$ cat src/rtl/sobol_pkg.sv
// rtl/sobol_pkg.sv - shared constants, state type and default direction vectors for the Sobol generator
package sobol_pkg;

  localparam int WIDTH  = 32;
  localparam int NUM_DV = 32;
  localparam int LEN_W  = 32;
  localparam int DV_AW  = 5;

  typedef enum logic [0:0] {
    IDLE = 1'b0,
    RUN  = 1'b1
  } sobol_state_t;

  // Dimension-1 (van der Corput) vector k: a single bit walking down from the MSB.
  function automatic logic [WIDTH-1:0] default_dv(input int unsigned k);
    logic [WIDTH-1:0] msb;
    msb = {1'b1, {(WIDTH-1){1'b0}}};
    return msb >> k;
  endfunction

endpackage

$ cat src/rtl/sobol_lowzero_enc.sv
// rtl/sobol_lowzero_enc.sv - lowest-zero-bit priority encoder selecting the direction vector
import sobol_pkg::*;

module sobol_lowzero_enc (
  input  logic [LEN_W-1:0] i_n,
  output logic [DV_AW-1:0] o_c
);

  // Scan from MSB down so the last hit (the lowest zero) wins.
  always_comb begin
    o_c = '0;
    for (int i = LEN_W - 1; i >= 0; i--) begin
      if (!i_n[i]) begin
        o_c = DV_AW'(i);
      end
    end
  end

endmodule

$ cat src/rtl/sobol_int32_gen.sv
// rtl/sobol_int32_gen.sv - single-dimension Gray-code Sobol sequence generator with loadable vectors
import sobol_pkg::*;

module sobol_int32_gen (
  input  logic             clk,
  input  logic             rst,
  input  logic             dv_wr_en,
  input  logic [DV_AW-1:0] dv_wr_addr,
  input  logic [WIDTH-1:0] dv_wr_data,
  input  logic             start,
  input  logic [LEN_W-1:0] run_len,
  output logic             out_valid,
  input  logic             out_ready,
  output logic [WIDTH-1:0] out_val,
  output logic [LEN_W-1:0] out_idx,
  output logic             busy,
  output logic             done
);

  sobol_state_t     r_state;
  logic [WIDTH-1:0] r_dv [NUM_DV];
  logic [LEN_W-1:0] r_len;
  logic [LEN_W-1:0] r_n;
  logic [WIDTH-1:0] r_x;
  logic             r_out_valid;
  logic             r_done;

  logic [DV_AW-1:0] w_c;
  logic             w_xfer;
  logic             w_last;
  logic             w_dv_we;

  // c is taken from the current index n, which is (n+1)-1 for the next sample.
  sobol_lowzero_enc u_enc (
    .i_n (r_n),
    .o_c (w_c)
  );

  assign w_xfer  = r_out_valid & out_ready;
  assign w_last  = (r_n == r_len);
  assign w_dv_we = dv_wr_en & (r_state == IDLE);

  // Direction-vector table: restored to van der Corput on reset, writable only while idle.
  always_ff @(posedge clk) begin
    if (rst) begin
      for (int k = 0; k < NUM_DV; k++) begin
        r_dv[k] <= default_dv(k);
      end
    end else if (w_dv_we) begin
      r_dv[dv_wr_addr] <= dv_wr_data;
    end
  end

  // Run control: start a run from idle, step the recurrence on each accepted sample.
  always_ff @(posedge clk) begin
    if (rst) begin
      r_state     <= IDLE;
      r_len       <= '0;
      r_n         <= '0;
      r_x         <= '0;
      r_out_valid <= 1'b0;
      r_done      <= 1'b0;
    end else begin
      r_done <= 1'b0;
      case (r_state)
        IDLE: begin
          // The done cycle is still idle, but start is not accepted until the cycle after.
          if (start && !r_done) begin
            if (run_len == '0) begin
              r_done <= 1'b1;
            end else begin
              r_len       <= run_len;
              r_n         <= LEN_W'(1);
              r_x         <= r_dv[0];
              r_out_valid <= 1'b1;
              r_state     <= RUN;
            end
          end
        end
        RUN: begin
          if (w_xfer) begin
            if (w_last) begin
              r_out_valid <= 1'b0;
              r_done      <= 1'b1;
              r_state     <= IDLE;
            end else begin
              r_n <= r_n + LEN_W'(1);
              r_x <= r_x ^ r_dv[w_c];
            end
          end
        end
        default: begin
          r_state <= IDLE;
        end
      endcase
    end
  end

  assign out_valid = r_out_valid;
  assign out_val   = r_x;
  assign out_idx   = r_n;
  assign busy      = (r_state == RUN);
  assign done      = r_done;

endmodule

$ cat config.mk
export PLATFORM = sky130hd
export DESIGN_NAME = sobol_int32_gen
export DESIGN_NICKNAME = d
export VERILOG_FILES = /design/src/rtl/sobol_pkg.sv /design/src/rtl/sobol_lowzero_enc.sv /design/src/rtl/sobol_int32_gen.sv
export SDC_FILE = /design/constraint.sdc
export NUM_CORES = 2
export LEC_CHECK = 0
export CORE_ASPECT_RATIO = 1.4
export CORE_MARGIN = 4
export CORE_UTILIZATION = 47
export CTS_BUF_LIST = sky130_fd_sc_hd__clkbuf_4
export CTS_CLUSTER_DIAMETER = 200
export DETAILED_ROUTE_END_ITERATION = 7
export GPL_TIMING_DRIVEN = 0
export PLACE_DENSITY = 0.73
export SLEW_MARGIN = 20
export SYNTH_ARGS = -nofsm -noshare
export SYNTH_HDL_FRONTEND = slang
export SYNTH_SLANG_ARGS = --single-unit
$ cat constraint.sdc
create_clock -name clk -period 4.8 [get_ports clk]
set_clock_uncertainty 0.15 [all_clocks]
set_input_delay 1.44 -clock clk [delete_from_list [all_inputs] [get_ports clk]]
set_output_delay 1.44 -clock clk [all_outputs]
set_load 0.02 [all_outputs]
* Yosys cells after proc, flatten, opt, wreduce, memory -nomap -nowiden
Memories as Yosys holds them, arrays and structs flattened.
Index checks and enable logic that the tools add are counted.
** Cells by class
- Add/subtract/negate cells :: 1
- Equal/unequal tests :: 6
- Multiplexer cells :: 65
- Bitwise operators :: 5
- Reduce and logical (&&, ||, !) cells :: 7
** Operators with widths (number)
- two-way mux 32 bit :: 9
- two-way mux 5 bit :: 33
- case mux 32 bit (2 select lines) :: 2
- adder 32 x 1 -> 32 bit, second input constant :: 1
- == test 32 bit :: 1
- logical NOT 32 bit :: 1
- OR reduction 32 bit :: 1
- bitwise XOR 32 bit :: 1
- two-way mux 1 bit :: 18
- AND reduction 4 bit :: 2
- inequality test 2 x 1 -> 1 bit, second input constant :: 3
- case mux 1 bit (2 select lines) :: 3
- inequality test 2 bit, second input constant :: 2
- AND reduction 3 bit :: 1
- bitwise AND 1 bit :: 2
- inverter 1 bit :: 2
- logical AND 1 bit :: 1
- logical NOT 1 bit :: 1
** Word-level totals
- Flip-flop bits (word level) :: 99
- Bits in writable memories :: 1024
- Input bits :: 74
- Memories :: 1
** Memory list
- r_dv :: depth 32, width 32, rd ports 2, clocked after memory_dff 0, write ports 32, RTL line sobol_int32_gen.sv:21 : logic [WIDTH-1:0] r_dv [NUM_DV];

* Logic depth before layout (Yosys ltp)
An unclocked memory read counts as a cell.
- Word-level depth :: 37
- Depth in mapped cells :: 15
- Depth with buffers taken out :: 10

* Cells and area by module
Synthesis repeated with hierarchy kept, for this count alone.
** Second synthesis, totals
- Cell total of the unflattened synthesis :: 4015
- Area, all modules :: 52565.4 µm²
** Modules (own cells, without submodules)
- sobol_int32_gen :: times used 1, cells an instance 3951, area each 52193.8 µm², sequential area each 32731.4 µm²
- sobol_lowzero_enc :: times used 1, cells an instance 64, area each 371.6 µm², sequential area each 0.0 µm²

* Worst setup path after synthesis
OpenSTA, ideal clock, no wires.
- Path type :: input to register
- From :: input run_len[3]
- To :: register r_n[26], in the netlist out_idx[26]
- Library setup time :: 128 ps
- Arrival time :: 3191 ps
- Required time :: 4522 ps
- Setup slack :: 1331 ps
- Stages :: 9
- Cell sequence :: nor4_1 > nand4_1 > o21ai_1 > o31a_1 > nor3_2 > and3_1 > nand3_1 > xor2_1 > nor2_1
** On the way
- Longest elaborated chain between the ends :: 3
** RTL lines
- from (decl) :: RTL line sobol_int32_gen.sv:11 : input logic [LEN_W-1:0] run_len,
- logical NOT 32 bit :: RTL line sobol_int32_gen.sv:69 : if (run_len == '0) begin
- inequality test 2 bit (no source line)
- AND reduction 4 bit (no source line)
- to (signal assigned) :: RTL line sobol_int32_gen.sv:87 : r_n <= r_n + LEN_W'(1);
- to (decl) :: RTL line sobol_int32_gen.sv:23 : logic [LEN_W-1:0] r_n;
No other way between the ends.
A chain may end at the register's enable or synchronous reset.

* Worst setup path after layout
- From :: register r_n[2], in the netlist out_idx[2]
- To :: register r_x[18], in the netlist out_val[18]
** On the way
- Longest elaborated chain between the ends :: 8
** RTL lines
- two-way mux 5 bit (3 in a row) :: RTL line sobol_lowzero_enc.sv:13 : if (!i_n[i]) begin
- memory read (32 x 32 bit)
- bitwise XOR 32 bit :: RTL line sobol_int32_gen.sv:88 : r_x <= r_x ^ r_dv[w_c];
- two-way mux 32 bit :: RTL line sobol_int32_gen.sv:82 : if (w_last) begin
- two-way mux 32 bit :: RTL line sobol_int32_gen.sv:81 : if (w_xfer) begin
- case mux 32 bit (2 select lines) :: RTL line sobol_int32_gen.sv:65 : case (r_state)
- to (signal assigned) :: RTL line sobol_int32_gen.sv:74 : r_x <= r_dv[0];
- to (signal assigned) :: RTL line sobol_int32_gen.sv:88
- to (decl) :: RTL line sobol_int32_gen.sv:24 : logic [WIDTH-1:0] r_x;
Parallel ways exist; a longest one is shown, timed or not. The select of a mux whose other input is x is not followed.

==> results by group <==
Status
  • Outcome: complete, but fails checks
  • Failing checks: DRC, setup timing

Global routing
  • First-pass GRT wire length: 310000 µm
  • Vias in the first global route: 42566
  • Grt total ovfl: 0
  • Initial antenna violation count: 25
  • Largest net degree at the start of global routing: 33
  • Gr usage total: 36.76%

Finish
  • Reg area: 32730 µm²
  • Area Overhead vs Synth: 12.78%
  • Final non-filler cell area: 61420 µm²
  • Area occupied by multi-input gates: 19480 µm²
  • Fillers: 9961
  • Final #Nets: 5172
  • Share of layout cells above drive strength 1: 13.22%

Timing
  • RSZ-0062 raised after global routing: no
  • Relative slew slack: 12.44%
  • Min Hold Slack: 0.3206 ns
  • Fin. Hold Viols: 0
  • Min Clock Period, post-route: 4.897 ns
  • Setup TNS: -0.4532 ns
  • Setup violations, final: 10
  • Pins over their slew limit: 0
  • Max frequency: 204.2 MHz
  • Worst Tran Pin Value: 1.313 ns
  • Tcrit/Tclk final: 102.0%
  • Worst setup margin: -0.09652 ns

Clocking
  • Clk buf depth: 4
  • Clock slew at reported path FFs: 0.06 ns
  • Clock latency on the worst-skew pair: 1.38 ns
  • Root Driver: clkbuf_4
  • H-tree depth: 5
  • TritonCTS clock tree: yes
  • Number of clock sinks: 1123
  • TritonCTS buffer count: 291
  • # hold bufs at CTS: 0

Synth
  • Gate count of the mapped netlist: 4663
  • Syn_area_per_cell: 11.68 µm²
  • Mapped Nets: 4738
  • Yosys warns: 0
  • Post-synth EDFFs: 1024
  • FF+latch count, synth: 1123
  • Dominant synthesized flop cell: edfxtp_1
  • Post-synthesis cell type count: 79
  • Sequential area share after synthesis: 60.10%
  • Asr flop ratio synth: 0%
  • Synth Cell Area: 54460 µm²

Floorplan
  • Die width: 295.7 µm
  • Core area: 115000 µm²
  • Starting Density: 47.38%
  • Standard-cell row count: 147
  • IO Count: 141
  • Die Ht: 410.8 µm
  • Die footprint: 121500 µm²

Drt
  • Via/cell ratio: 6.496
  • Initial DRT Pass Iterations: 8
  • Via count: 44149
  • Post-DRT Antenna Nets: 0
  • Routed wire length: 229600 µm
  • WL/cell: 33.79 µm
  • DRC viols: 8
  • Iteration-0 DRC Markers: 7128

Pwr
  • Peak supply drop: 0.3083 mV
  • Total power: 21.12 mW
  • PwrDens: 343.8 nW/µm²
  • Leakage power: 21.40 nW

Setup path
  • Critical path's slowest cell: clkbuf_1
  • Worst EP required: 5.84 ns
  • Crit path arrival time: 5.94 ns
  • CP endpoint kind: flop
  • Reg2reg start: out_idx[2]
  • Critical-path cell list: inv_1 > o21ai_0 > and2_1 > and2_1 > buf_4 > buf_2 > buf_2 > clkbuf_1 > a21boi_0 > o21ai_0 > nand4_1 > o21a_1 > o211ai_1 > nand3_1
  • CP max FO: 10
  • Crit path from: out_idx[2]
  • Setup Crit Path Kind: reg -> reg
  • Slowest stage delay, CP: 0.82 ns
  • Crit path launch type: flop

Placed design
  • DP Wirelength: 164600 µm
  • Gpl congestion: 1.062
  • Placed cell areas: 57810 µm²
  • PortBufs: 140

Worst hold path
  • Hold Path Class: reg -> reg
  • Hold_sp: r_len[17]

Run
  • Max-Cap Viols: 0
worst max-delay path, delay by kind of cell, from the launching register on:
kind | cells | cell delay [ns]
buffers and inverters | 5 | 1.93
AOI/OAI and AO/OA | 5 | 1.52
and+or+nand+nor | 4 | 0.63
DFF | 1 | 0.51
report_power, final:
part / internal [mW] / leakage, nW / switching [mW]
combinational: 0.449 / 8.12 / 1.33
sequential: 11.0 / 11.2 / 0.153
clock: 4.05 / 2.05 / 4.15
total: 15.5 / 21.4 / 5.63
cell type report:
cell class / instances / share of cell area, %
sequential: 1123 / 53.29
clock buffer: 407 / 4.974
multi-input combinational: 2974 / 31.72
timing repair buffer: 142 / 2.318
tap: 1490 / 3.035
clock inverter: 67 / 0.5480
buffer: 472 / 3.438
inverter: 93 / 0.5683
antenna: 28 / 0.1141
final timing paths:
kind	end	slack, ns	cells past startpoint
worst min register to register	r_len[17]	0.32	2
worst min-delay path	r_len[17]	0.32	2
worst max-delay path	out_val[18]	-0.1	14
worst max register to register	out_val[18]	-0.1	14
sequential cells by signal, indices dropped and copies added (netlist names):
register / cells
out_idx: 32
r_dv: 1024
done: 1
out_val: 32
out_valid: 1
busy: 1
r_len: 32
cell usage in the layout, fill, tap and decap left out, drive strengths merged, types with 31 or more instances in the layout:
master,netlist,layout
o211ai,51,51
nand2b,33,33
xor2,41,41
o22ai,31,31
a21oi,251,251
buf,125,126
edfxtp,1024,1024
clkinv,1,58
a31oi,33,33
nor4,46,46
nand4,50,50
dfxtp,99,99
clkdlybuf4s50,0,140
nand3b,32,32
and2,1000,1000
mux2i,150,150
nor2,88,88
a211oi,56,56
clkbuf,348,755
a2111oi,32,32
mux2,56,56
inv,92,99
a311oi,86,86
nand2,232,232
o21ai,168,168
and4,33,33
nand3,169,169
or2,32,32
or3,39,39
per-stage QoR:
stage          std cells  util, %  setup slack [ns]
6_report            6796    53.43          -0.09652
5_1_grt             6776    53.39           0.01414
4_1_cts             6769    53.25           0.01017
3_5_place_dp        6295    50.29            -1.058
3_3_place_gp        6293    50.22            -1.235
2_1_floorplan       4663        -             1.331
cell usage after synthesis (all sizes together), types with 86 or more instances:
| cell type | instances | share of area, % |
|---|---|---|
| edfxtp | 1024 | 56 |
| and2 | 1000 | 11 |
| clkbuf | 348 | 2.4 |
| a21oi | 251 | 2.3 |
| nand2 | 232 | 1.6 |
| nand3 | 169 | 1.6 |
| o21ai | 168 | 1.6 |
| mux2i | 150 | 2.8 |
| buf | 125 | 1.5 |
| dfxtp | 99 | 3.6 |
| inv | 92 | 0.63 |
| nor2 | 88 | 0.66 |
| a311oi | 86 | 1.4 |
cells by family after synthesis:
group / Yosys count / synth area share, %
buffers and inverters: 566 / 4.507
and+or+nand+nor: 1816 / 19.43
muxes: 207 / 3.956
adders and majority gates: 1 / 0.02297
xor gates and xnor gates: 57 / 0.9166
AOI/OAI and AO/OA: 893 / 11.07
DFF: 1123 / 60.10
per-layer routing:
layer  GRT usage (%)  up-vias  wire (µm)
met5               0        -          0
met4           29.46        0      22410
met3           11.39     1066      29860
met2           57.96     3770     103800
met1           41.07    21241      73510
li1                -    18072          -
timing repair:
item	CTS	global route
hold endpoints to repair	0	0
pin swaps	0	0
endpoints found under the setup margin	15	17
buffers inserted	0	0
resized for setup	4	17
No activity file was read; power rests on OpenSTA's default activity.
